$ cat src/rtl/fft_ctrl_pkg.sv
// fft_ctrl_pkg: shared state encoding and default FFT config word for the magnitude frame controller
package fft_ctrl_pkg;
  typedef enum logic [2:0] {IDLE, CONFIG, LOAD, DRAIN, DONE} state_e;
  localparam logic [15:0] CFG_WORD_DEF = 16'h0003;
endpackage

$ cat src/rtl/mag_frame_ctrl.sv
// mag_frame_ctrl: sequences one FFT frame through config, load and magnitude drain,
// throttling the FFT output so at most two beats are in flight toward the squarer.
module mag_frame_ctrl
  import fft_ctrl_pkg::*;
#(
  parameter int          FRAME_LEN = 128,
  parameter logic [15:0] CFG_WORD  = CFG_WORD_DEF
) (
  input  logic                         aclk,
  input  logic                         aresetn,
  input  logic                         start,
  output logic                         busy,
  output logic                         frame_done,
  output logic                         err_tlast,
  output logic [$clog2(FRAME_LEN)-1:0] bin_idx,
  output logic [15:0]                  cfg_tdata,
  output logic                         cfg_tvalid,
  input  logic                         cfg_tready,
  input  logic [63:0]                  src_tdata,
  input  logic                         src_tvalid,
  output logic                         src_tready,
  output logic [63:0]                  fft_in_tdata,
  output logic                         fft_in_tvalid,
  input  logic                         fft_in_tready,
  output logic                         fft_in_tlast,
  input  logic                         fft_out_tvalid,
  input  logic                         fft_out_tlast,
  output logic                         fft_out_tready,
  input  logic                         mag_tvalid,
  output logic                         mag_tready,
  input  logic                         sink_tready
);
  localparam int IW = $clog2(FRAME_LEN);
  localparam int CW = IW + 1;
  localparam logic [CW-1:0] LAST = CW'(FRAME_LEN - 1);

  state_e        state_q, state_d;
  logic [CW-1:0] in_cnt_q, out_cnt_q, fo_cnt_q;
  logic [1:0]    os_q;
  logic          err_q;
  logic          start_acc, cfg_fire, in_fire, fo_fire, mag_fire;

  assign start_acc = (state_q == IDLE) && start;
  assign cfg_fire  = cfg_tvalid && cfg_tready;
  assign in_fire   = fft_in_tvalid && fft_in_tready;
  assign fo_fire   = fft_out_tvalid && fft_out_tready;
  assign mag_fire  = mag_tvalid && mag_tready;

  always_ff @(posedge aclk or negedge aresetn) begin
    if (!aresetn) state_q <= IDLE;
    else          state_q <= state_d;
  end

  always_comb begin
    state_d = state_q;
    unique case (state_q)
      IDLE:    state_d = start ? CONFIG : IDLE;
      CONFIG:  state_d = cfg_fire ? LOAD : CONFIG;
      LOAD:    state_d = (in_fire && in_cnt_q == LAST) ? DRAIN : LOAD;
      DRAIN:   state_d = (mag_fire && out_cnt_q == LAST) ? DONE : DRAIN;
      DONE:    state_d = IDLE;
      default: state_d = IDLE;
    endcase
  end

  always_comb begin
    busy           = (state_q == CONFIG) || (state_q == LOAD) || (state_q == DRAIN);
    frame_done     = state_q == DONE;
    cfg_tvalid     = state_q == CONFIG;
    cfg_tdata      = cfg_tvalid ? CFG_WORD : 16'h0;
    fft_in_tvalid  = (state_q == LOAD) && src_tvalid;
    src_tready     = (state_q == LOAD) && fft_in_tready;
    fft_in_tdata   = (state_q == LOAD) ? src_tdata : 64'h0;
    fft_in_tlast   = (state_q == LOAD) && (in_cnt_q == LAST);
    fft_out_tready = (state_q == DRAIN) && (os_q < 2'd2);
    mag_tready     = (state_q == DRAIN) && sink_tready;
    bin_idx        = out_cnt_q[IW-1:0];
    err_tlast      = err_q;
  end

  // os_q counts FFT beats accepted whose magnitude has not yet been taken downstream
  always_ff @(posedge aclk or negedge aresetn) begin
    if (!aresetn) begin
      in_cnt_q  <= '0;
      out_cnt_q <= '0;
      fo_cnt_q  <= '0;
      os_q      <= '0;
      err_q     <= 1'b0;
    end else if (start_acc) begin
      in_cnt_q  <= '0;
      out_cnt_q <= '0;
      fo_cnt_q  <= '0;
      os_q      <= '0;
      err_q     <= 1'b0;
    end else begin
      if (in_fire)  in_cnt_q  <= in_cnt_q + 1'b1;
      if (mag_fire) out_cnt_q <= out_cnt_q + 1'b1;
      if (fo_fire)  fo_cnt_q  <= fo_cnt_q + 1'b1;
      os_q <= os_q + {1'b0, fo_fire} - {1'b0, mag_fire};
      if (fo_fire && (fft_out_tlast != (fo_cnt_q == LAST))) err_q <= 1'b1;
    end
  end
endmodule

$ cat config.mk
export PLATFORM = sky130hd
export DESIGN_NAME = mag_frame_ctrl
export DESIGN_NICKNAME = d
export VERILOG_FILES = /design/src/rtl/fft_ctrl_pkg.sv /design/src/rtl/mag_frame_ctrl.sv
export SDC_FILE = /design/constraint.sdc
export NUM_CORES = 1
export LEC_CHECK = 0
export ABC_CLOCK_PERIOD_IN_PS = 2700
export CAP_MARGIN = 20
export CORE_MARGIN = 1.5
export CORE_UTILIZATION = 34
export CTS_CLUSTER_SIZE = 12
export DETAILED_ROUTE_END_ITERATION = 8
export GPL_TIMING_DRIVEN = 0
export PLACE_DENSITY = 0.87
export SLEW_MARGIN = 10
export SYNTH_ARGS = -nofsm -noshare
export SYNTH_HDL_FRONTEND = slang
export SYNTH_SLANG_ARGS = --single-unit
$ cat constraint.sdc
create_clock -name aclk -period 2.7 [get_ports aclk]
set_input_delay 0.54 -clock aclk [delete_from_list [all_inputs] [get_ports aclk]]
set_output_delay 0.54 -clock aclk [all_outputs]
set_load 0.02 [all_outputs]
## Yosys cells after proc, flatten, opt, wreduce, memory -nomap -nowiden

Cells that the tools add are included.
Widths: inputs -> output; s select.

| word-level totals | value |
|---|---|
| register bits | 30 |
| output and inout bits | 96 |
| word-level logic and storage cells | 56 |

| operators by class | value |
|---|---|
| add/subtract/negate cells | 5 |
| $lt $le $gt $ge | 1 |
| equal/unequal tests | 8 |
| muxes and demuxes | 16 |
| reduce and logical (&&, ||, !) cells | 20 |

Operators with widths:

| cell | number |
|---|---|
| $mux 64 | 1 |
| $mux 8 | 6 |
| $add 8x1->8 const B | 3 |
| $eq 8x7->1 const B | 3 |
| $logic_and 1x1->1 | 13 |
| $pmux 3 s4 | 1 |
| $reduce_bool 2->1 | 4 |
| $eq 3x2->1 const B | 2 |
| $mux 2 | 3 |
| $mux 1 | 4 |
| $eq 3x1->1 const B | 1 |
| $eq 3x3->1 const B | 1 |
| $logic_not 3->1 | 1 |
| $mux 3 | 1 |
| $add 2x1->2 | 1 |
| $logic_or 1x1->1 | 2 |
| $lt 2x2->1 const B | 1 |
| $sub 2x1->2 | 1 |
| $ne 1x1->1 | 1 |

## Longest topological paths before layout

Gate-level depths: netlist of run 1.

| depth | value |
|---|---|
| depth after elaboration | 6 |
| gate-level depth with buffers | 11 |
| depth with buffers taken out | 10 |

## Worst setup path before layout of run 1

Ideal clock, no wire load.

| path | value |
|---|---|
| path kind | register -> register |
| start | reg state_q[2] |
| end | reg os_q[1] |
| library setup time | 0.122 ns |
| arrival time | 1.977 ns |
| required time | 2.578 ns |
| slack | 0.602 ns |
| stages on the path, launching flop included | 11 |
| buffers on the path | 2 |
| period minus slack after synthesis | 2.098 ns |
| cells stage by stage | dfrtp_1 -> buf_2 -> nor4bb_1 -> buf_2 -> nand2_1 -> ha_1 -> inv_1 -> ha_1 -> xor2_1 -> xnor2_1 -> nor2_1 |

| on the way | value |
|---|---|
| word-level cells in the longest chain between the ends | 6 |
| elaborated cells between the ends (all ways) | 10 |
| classes of those cells | add/sub: 2; eq/ne: 1; mux: 1; reduce/logical: 6 |

Ends and longest elaborated chain:

| what | RTL line | text |
|---|---|---|
| start: declaration | mag_frame_ctrl.sv:37 | `state_e state_q, state_d;` |
| start signal: assignment | mag_frame_ctrl.sv:51 | `else state_q <= state_d;` |
| $eq 3x2->1 | mag_frame_ctrl.sv:75 | `fft_out_tready = (state_q == DRAIN) && (os_q < 2'd2);` |
| $logic_and 1x1->1 | mag_frame_ctrl.sv:75 |  |
| via fft_out_tready | mag_frame_ctrl.sv:28 | `output logic fft_out_tready,` |
| $logic_and 1x1->1 | mag_frame_ctrl.sv:46 | `assign fo_fire = fft_out_tvalid && fft_out_tready;` |
| $add 2x1->2 | mag_frame_ctrl.sv:99 | `os_q <= os_q + {1'b0, fo_fire} - {1'b0, mag_fire};` |
| $sub 2x1->2 | mag_frame_ctrl.sv:99 |  |
| $mux 2 | mag_frame_ctrl.sv:89 | `end else if (start_acc) begin` |
| end signal: assignment | mag_frame_ctrl.sv:99 |  |
| end: declaration | mag_frame_ctrl.sv:39 | `logic [1:0] os_q;` |

The timed path passes the listed nets, and every way through them passes these cells.
A chain may end at the register's enable or synchronous reset.

## Worst setup path after layout of run 1

| path | value |
|---|---|
| start | reg state_q[2] |
| end | out fft_in_tlast |

| on the way | value |
|---|---|
| word-level cells in the longest chain between the ends | 2 |

Ends and longest elaborated chain:

| what | RTL line | text |
|---|---|---|
| $eq 3x2->1 | mag_frame_ctrl.sv:74 | `fft_in_tlast = (state_q == LOAD) && (in_cnt_q == LAST);` |
| $logic_and 1x1->1 | mag_frame_ctrl.sv:74 |  |
| end: declaration | mag_frame_ctrl.sv:25 | `output logic fft_in_tlast,` |

No other way between the ends.

==> results of run 1 <==
Yosys cell counts (all sizes together), types with 2 or more instances:
master | instances | area, um^2
a21oi | 7 | 35.0
and2 | 69 | 432
and3 | 5 | 31.3
and4 | 2 | 17.5
buf | 29 | 203
clkbuf | 8 | 30.0
dfrtp | 30 | 751
ha | 5 | 62.6
inv | 5 | 18.8
mux2i | 2 | 20.0
nand2 | 7 | 26.3
nand3 | 12 | 60.1
nand4 | 7 | 43.8
nor2 | 24 | 90.1
nor3 | 4 | 20.0
nor3b | 2 | 20.0
o21ai | 3 | 15.0
or3 | 4 | 25.0
xnor2 | 5 | 43.8
xor2 | 16 | 140
state kept, by name, summed over array words and instances (netlist names):
register	cells
state_q	3
os_q	2
err_tlast	1
out_cnt_q	8
fo_cnt_q	8
in_cnt_q	8
area by class of cell:
class                           instances  area, um^2
Antenna cell                            4        10.0
Buffer                                 36         250
Clock buffer                            7        76.3
Fill cell                             556        2310
Inverter                                5        18.8
Multi-Input combinational cell        198        1250
Sequential cell                        30         751
Tap cell                               77        96.3
Timing Repair Buffer                  160        1510
timing repair:
action | CTS | global route
buffers inserted | 6 | 0
resized for setup | 71 | 10
pin swaps | 1 | 0
endpoints found under the setup margin | 66 | 13
per-layer routing:
layer	global-route usage [%]	part of all wire, %
met5	0	0
met2	42.2	54
met1	24.8	36
met4	9.24	3.2
met3	5.86	6.7
path summary, 6_finish.rpt:
check | slack (ns) | end | from | depth (start not counted)
max | 0.1 | fft_in_tlast | state_q[2] | 4
min | 0.29 | out_cnt_q[6] | aresetn | 1
max reg2reg | 0.40 | os_q[1] | state_q[2] | 10
min reg2reg | 0.50 | state_q[2] | out_cnt_q[7] | 1
max in group asynchronous | 1.98 | in_cnt_q[1] | aresetn | 1
min in group aclk | 0.50 | state_q[2] | out_cnt_q[7] | 1
cells by family after synthesis:
family          after synthesis  synth area share [%]
simple gates                144                  39.0
buf+inv                      42                  11.5
flops                        30                  34.2
xor+xnor                     21                  8.38
compound gates               12                  3.02
fa+ha+maj                     5                  2.85
mux                           2                 0.912
other cells                   1                 0.171
layout by cell type, fill, tap and decap left out, types with 5 or more instances in the layout:
| master | Yosys | layout |
|---|---|---|
| nand2_1 | 7 | 7 |
| clkdlybuf4s15_1 | 0 | 7 |
| clkdlybuf4s50_1 | 0 | 91 |
| nand4_1 | 7 | 7 |
| buf_4 | 23 | 30 |
| and3_1 | 5 | 5 |
| buf_2 | 6 | 5 |
| dlygate4sd2_1 | 0 | 55 |
| xor2_1 | 16 | 16 |
| conb_1 | 1 | 14 |
| ha_1 | 5 | 5 |
| dfrtp_1 | 30 | 30 |
| xnor2_1 | 5 | 5 |
| clkbuf_2 | 0 | 5 |
| clkbuf_8 | 0 | 6 |
| a21oi_1 | 7 | 7 |
| and2_1 | 69 | 69 |
| inv_1 | 5 | 5 |
| nand3_1 | 12 | 12 |
| nor2_1 | 24 | 24 |
critical path, cell delays in order (launching register included):
cell,delay (ns)
dfrtp_1,0.40
buf_2,0.20
and4bb_2,0.37
and3_1,0.18
clkdlybuf4s50_1,0.63
power by group:
part / internal (W) / switching, W
clock: 0.000177 / 0.000152
sequential: 0.000564 / 0.000103
combinational: 0.000899 / 0.00103
total: 0.00164 / 0.00128
per-stage QoR:
step	setup TNS (ns)	instance area [um^2]	total power (W)	setup slack, ns
final	0	3970	0.00292	0.0980
after global routing	-0.00235	3970	0.00312	-0.00235
after CTS	0	3940	0.00293	0.0485
after detailed placement	-7.19	3880	0.00270	-0.267
after global placement	-6.65	3880	0.00265	-0.236
after floorplan	0	2240	0.00176	0.602
==> results.cfg, run 1 <==
[sta]
min_period_ns = 2.60
hold_viol = 0
clock-skew-final_ns = 0.00561
fmax_ghz = 0.384
setup_viol = 0
worst_pin_slew_ns = 0.885
drv_slew = 0
slew_headroom_pct = 40.8
hold_ws_ns = 0.290
finalCritPeriodShare_pct = 96.4

[layout]
drive_gt1_share_pct = 11.9
final_util_pct = 63.2
stdcell_count = 517
area_growth_pct = 80.7
nNetsFinal = 515

[synthesis]
synth_edf_count = 0
synthCells = 257
ys_seq_elements = 30
synth.avg_cell_area_um2 = 8.54
yosys_warnings = 0
mappedNetlistArea_um2 = 2200
synth-seq-area-share_pct = 34.2
async_reset_ff_share_pct = 100
ys.flop_type = dfrtp_1
yosys.cell_types.count = 33

[setup_path]
criticalPathCategory = register to output pin
cp_data_arrival_time_ns = 2.06
crit_required_ns = 2.16
path_max_fanout = 10
endpoint_kind = output pin
critPathLaunchType = register

[min_path]
hold_class = input pin to asynchronous set/reset pin

[cts]
cts_num_sinks = 30
ctsHoldBuffers = 0
cts.clk_slew.worst_paths_ns = 0.06
cts_buffer_depth = 2
cts_buffers = 5
clk_latency_ns = 0.28
cts-root-buf = clkbuf_8
cts_tree = done
cts_max_level = 2

[floorplan]
rows = 29
die_h_um = 83.4
start_util_pct = 35.0
io-pin-count = 170
core-area_um2 = 6280
die_x_um = 83.4
die_area_um2 = 6950

[grt]
grt_pass1_vias = 2358
overflow = 0
grt_pass1_wl_um = 12400
antenna_found_initial = 3
global_route.usage.total_pct = 22.9
grt_max_degree = 31

[pwr]
power_leakage_nw = 1.94
ir_drop_mv = 0.440
p_per_area_nw_per_um2 = 736

[placement]
dp_cells = 501
portBuffers = 154
place_hpwl_um = 6530
gp_congestion = 0.897

[routing]
dr.pass1.iters = 4
drt_iter0_drc = 59
vias = 2405
wl_um = 7880
drc = 0
routedWlPerCell_um = 15.2
via_per_inst = 4.65
postRouteAntennaNets = 0

[status]
status = complete, no violations

[flow_run]
drv_cap = 0
No activity file was read; power rests on OpenSTA's default activity.
==> run 2: changes to the inputs <==
Settings changed: CORE_UTILIZATION 34 to 35, CTS_BUF_LIST set to sky130_fd_sc_hd__clkbuf_8, PLACE_DENSITY 0.87 to 0.89.
==> run 2 against run 1 <==
  * Worst hold slack worse by 0.0075 ns
  * Wire length is 4.7% lower
  * Power hardly changed
  * Non-clock buffer count is 4 lower
  * Combinational power is 3% lower
  * Utilization is 3.2 points higher
  * Sequential power is 0.6% lower
  * Clock-buffer cell count is 1 lower
  * Largest cell class unchanged
  * Largest power group unchanged
  * Highest routed layer is now met5
==> results.cfg, run 2 (synthesized netlist as in run 1, its figures left out) <==
[floorplan]
die_x_um = 82.2
start_util_pct = 36.7
die_h_um = 82.2
core-area_um2 = 5990
die_area_um2 = 6760
io-pin-count = 170
rows = 28

[placement]
place_hpwl_um = 6130
portBuffers = 154
place_area_um2 = 3870
gp_congestion = 0.838

[routing]
routedWlPerCell_um = 14.7
dr.pass1.iters = 4
drc = 0
wl_um = 7510
via_per_inst = 4.56
drt_iter0_drc = 62
vias = 2335
postRouteAntennaNets = 0

[layout]
multi_input_area_um2 = 1250
reg_top3 = fo_cnt_q (8), in_cnt_q (8), out_cnt_q (8)
final_area_um2 = 3980
area_growth_pct = 81.1
final_common_cell = clkdlybuf4s50_1
nNetsFinal = 511
most-common-layout-cells = 88 x clkdlybuf4s50_1, 69 x and2_1, 54 x dlygate4sd2_1
regArea_um2 = 751
drive_gt1_share_pct = 11.5
fillCellCount = 507

[setup_path]
cp_data_arrival_time_ns = 2.08
path_max_fanout = 10
criticalPathCategory = register to output pin
crit_required_ns = 2.16
critPathLaunchType = register
endpoint_kind = output pin

[status]
status = complete, no violations

[cts]
cts_num_sinks = 30
cts_max_level = 2
cts_tree = done
ctsHoldBuffers = 0
clk_latency_ns = 0.29
cts.clk_slew.worst_paths_ns = 0.07
cts-root-buf = clkbuf_8
cts_buffer_depth = 2
cts_buffers = 5

[sta]
slew_headroom_pct = 43.0
drv_slew = 0
clock-skew-final_ns = 0.00502
hold_viol = 0
min_period_ns = 2.62
fmax_ghz = 0.382
finalCritPeriodShare_pct = 97.1
grt_setup_unrepaired = false
worst_pin_slew_ns = 0.853
setup_viol = 0
hold_ws_ns = 0.282

[pwr]
p_per_area_nw_per_um2 = 734
power_leakage_nw = 2.06
ir_drop_mv = 0.634

[grt]
grt_max_degree = 31
use_met1_pct = 23.7
antenna_found_initial = 3
overflow = 0
gr-max-usage-layer = met2
grt_pass1_vias = 2204
gr-usage-met3_pct = 4.73
global_route.usage.total_pct = 21.9
grtUsageMet2_pct = 39.3
grt_pass1_wl_um = 10900

[min_path]
hold_class = input pin to asynchronous set/reset pin

[flow_run]
drv_cap = 0
==> run 2: changes by cell type in the layout (fill, tap and decap cells not counted), sizes merged, moves of 3 or more <==
cell           before  now
dlymetal6s2s        0   11
clkdlybuf4s15       7    0
buf                35   31
clkdlybuf4s50      91   88
==> run 2: final cells by class <==
cell class	count	share of cell area (%)
diodes	4	0.252
repair buffers	156	38.0
clock inverters	2	0.220
multi-input cells	198	31.6
plain buffers	36	6.20
inverters	5	0.472
clock buffers	6	2.08
flip-flops and latches	30	18.9
well taps	75	2.36
==> run 2: critical path, stage by stage (launching register included) <==
cell and delay [ns]:
dfrtp_1 0.41, buf_2 0.20, and4bb_2 0.37, and3_1 0.18, clkdlybuf4s50_1 0.62
==> run 2: per-stage QoR <==
step / setup TNS (ns) / std cells / total power, W / util, % / setup slack [ns]
5_1_grt: 0 / 510 / 0.00312 / 66.3 / 0.00455
6_report: 0 / 512 / 0.00292 / 66.4 / 0.0791
3_3_place_gp: -7.42 / 499 / 0.00265 / 64.8 / -0.280
4_1_cts: 0 / 508 / 0.00294 / 65.6 / 0.00360
3_5_place_dp: -8.04 / 499 / 0.00269 / 64.7 / -0.293
2_1_floorplan: 0 / 270 / 0.00176 / - / 0.602
==> run 2: path summary, 6_finish.rpt <==
path                                    from  slack (ns)  depth (start not counted)           end
max in group asynchronous            aresetn        1.99                          1   fo_cnt_q[6]
worst min-delay path                 aresetn        0.28                          1   fo_cnt_q[2]
worst max register to register    state_q[2]        0.39                         10       os_q[1]
worst max-delay path              state_q[2]        0.08                          4  fft_in_tlast
worst min register to register  out_cnt_q[7]        0.52                          1    state_q[2]
min in group aclk               out_cnt_q[7]        0.52                          1    state_q[2]
==> run 2: what timing repair did <==
| action | 4_1_cts | 5_1_grt |
|---|---|---|
| hold endpoints to repair | 0 | 0 |
| pin swaps | 1 | 0 |
| gates resized for setup | 63 | 14 |
| setup endpoints to repair | 66 | 32 |
| setup buffers | 2 | 0 |
==> run 2: metal layers <==
layer | share of wire, % | vias to the layer above
li1 | - | 1156
met1 | 38 | 1075
met2 | 52 | 88
met3 | 7.0 | 14
met4 | 2.5 | 2
met5 | 0.093 | -
==> run 2: power breakdown <==
part	internal, W	switching (W)	total [W]
combinational	0.000867	0.00102	0.00188
sequential	0.000564	0.0000990	0.000663
clock	0.000201	0.000172	0.000374
==> run 3: changes to the inputs <==
==> constraint.sdc (replaced) <==
create_clock -name aclk -period 2.7 [get_ports aclk]
set_input_delay 0.54 -clock aclk [delete_from_list [all_inputs] [get_ports aclk]]
set_output_delay 0.54 -clock aclk [all_outputs]
set_load 0.005 [all_outputs]
==> run 3 against run 2 <==
  * Via count increased by 1.3%
  * Power down 6.2%
  * Setup slack better by 0.0039 ns
  * Combinational power decreased by 9.6%
  * Utilization up 3.0 points
  * Wire length grew 1.8%
  * Largest cell class unchanged
==> results.cfg, run 3 (synthesized netlist as in run 1, its figures left out) <==
[status]
status = complete, no violations

[grt]
grt_pass1_wl_um = 11200
antenna_found_initial = 2
grt_pass1_vias = 2233
grt_max_degree = 31
global_route.usage.total_pct = 22.4
overflow = 0

[layout]
most-common-layout-cells = 122 x clkdlybuf4s50_1, 69 x and2_1, 31 x dlymetal6s2s_1
reg_top3 = fo_cnt_q (8), in_cnt_q (8), out_cnt_q (8)
nNetsFinal = 515
drive_gt1_share_pct = 12.1
final_common_cell = clkdlybuf4s50_1
area_growth_pct = 89.3
stdcell_count = 516

[pwr]
ir_drop_mv = 0.603
power_leakage_nw = 2.20
p_per_area_nw_per_um2 = 659

[floorplan]
die_area_um2 = 6760
rows = 28
core-area_um2 = 5990
start_util_pct = 36.7
die_x_um = 82.2
io-pin-count = 170
die_h_um = 82.2

[cts]
cts_tree = done
cts-root-buf = clkbuf_8
cts_buffer_depth = 2
cts.clk_slew.worst_paths_ns = 0.07
cts_buffers = 5
clk_latency_ns = 0.29
cts_num_sinks = 30
cts_max_level = 2

[routing]
postRouteAntennaNets = 0
wl_um = 7640
drt_iter0_drc = 62
vias = 2366
dr.pass1.iters = 4
routedWlPerCell_um = 14.8
drc = 0
via_per_inst = 4.59

[min_path]
hold_class = input pin to asynchronous set/reset pin

[flow_run]
drv_cap = 0

[setup_path]
path_max_fanout = 10
critPathLaunchType = register
endpoint_kind = output pin
crit_required_ns = 2.16
criticalPathCategory = register to output pin
cp_data_arrival_time_ns = 2.08

[sta]
clock-skew-final_ns = 0.00467
min_period_ns = 2.62
slew_headroom_pct = 42.7
finalCritPeriodShare_pct = 96.9
setup_viol = 0
fmax_ghz = 0.382
worst_pin_slew_ns = 0.857
hold_viol = 0
fin_ws_ns = 0.0830
drv_slew = 0

[placement]
portBuffers = 154
place_hpwl_um = 6130
dp_slack_ns = -0.190
gp_congestion = 0.838
dp_cells = 499
[run 3: changes by cell type in the layout (fill, tap and decap cells not counted), sizes merged]
cell / change
clkbuf: -1
buf: +5
dlymetal6s2s: +20
clkdlybuf4s50: +34
dlygate4sd2: -54
[run 3: worst paths after layout]
check | from | endpoint | slack, ns | depth (start not counted)
worst max-delay path | state_q[0] | fft_in_tdata[24] | 0.08 | 5
worst min-delay path | aresetn | fo_cnt_q[2] | 0.28 | 1
worst max register to register | state_q[2] | os_q[1] | 0.36 | 10
worst min register to register | out_cnt_q[7] | state_q[2] | 0.51 | 1
max in group asynchronous | aresetn | fo_cnt_q[6] | 1.98 | 1
min in group aclk | out_cnt_q[7] | state_q[2] | 0.51 | 1
[run 3: critical path: stages (launching register included)]
cell,delay [ns]
dfrtp_1,0.38
buf_6,0.15
nor3b_4,0.28
clkbuf_2,0.26
and2_1,0.21
clkdlybuf4s50_1,0.52
[run 3: what timing repair did]
action | CTS | global route
hold buffers | 0 | 0
pin swaps | 1 | 0
gates resized for setup | 16 | 35
buffers inserted | 3 | 3
setup endpoints to repair | 66 | 46
[run 3: power by group]
part | switching (W) | leakage (nW) | total (W) | internal [W]
logic | 0.000641 | 1.76 | 0.00170 | 0.00106
clock network | 0.000173 | 0.0524 | 0.000374 | 0.000201
registers | 0.0000990 | 0.387 | 0.000663 | 0.000564
[run 3: layout make-up]
| type | instances | area [um^2] |
|---|---|---|
| plain buffers | 36 | 284 |
| flip-flops and latches | 30 | 751 |
| inverters | 5 | 18.8 |
| fillers | 456 | 1830 |
| clock inverters | 2 | 8.76 |
| diodes | 4 | 10.0 |
| multi-input cells | 198 | 1250 |
| well taps | 75 | 93.8 |
| repair buffers | 160 | 1660 |
| clock buffers | 6 | 82.6 |
[run 3: stage by stage]
stage / TNS (ns) / total power, W / hold slack (ns) / area, um^2 / utilization, %
6_report: 0 / 0.00274 / 0.280 / 4160 / 69.4
5_1_grt: -0.00329 / 0.00294 / 0.334 / 4150 / 69.3
4_1_cts: 0 / 0.00277 / 0.305 / 4040 / 67.4
3_5_place_dp: -4.95 / 0.00228 / 0.498 / 3870 / 64.7
3_3_place_gp: -4.32 / 0.00224 / 0.478 / 3880 / 64.8
2_1_floorplan: 0 / 0.00135 / 0.244 / 2240 / -
[run 3: per-layer routing]
layer	track usage, %	up-vias	part of all wire (%)
met5	0	-	0
met2	40.3	93	51
met1	24.3	1093	39
li1	-	1165	-
met3	4.18	15	7.2
met4	12.9	0	3.1
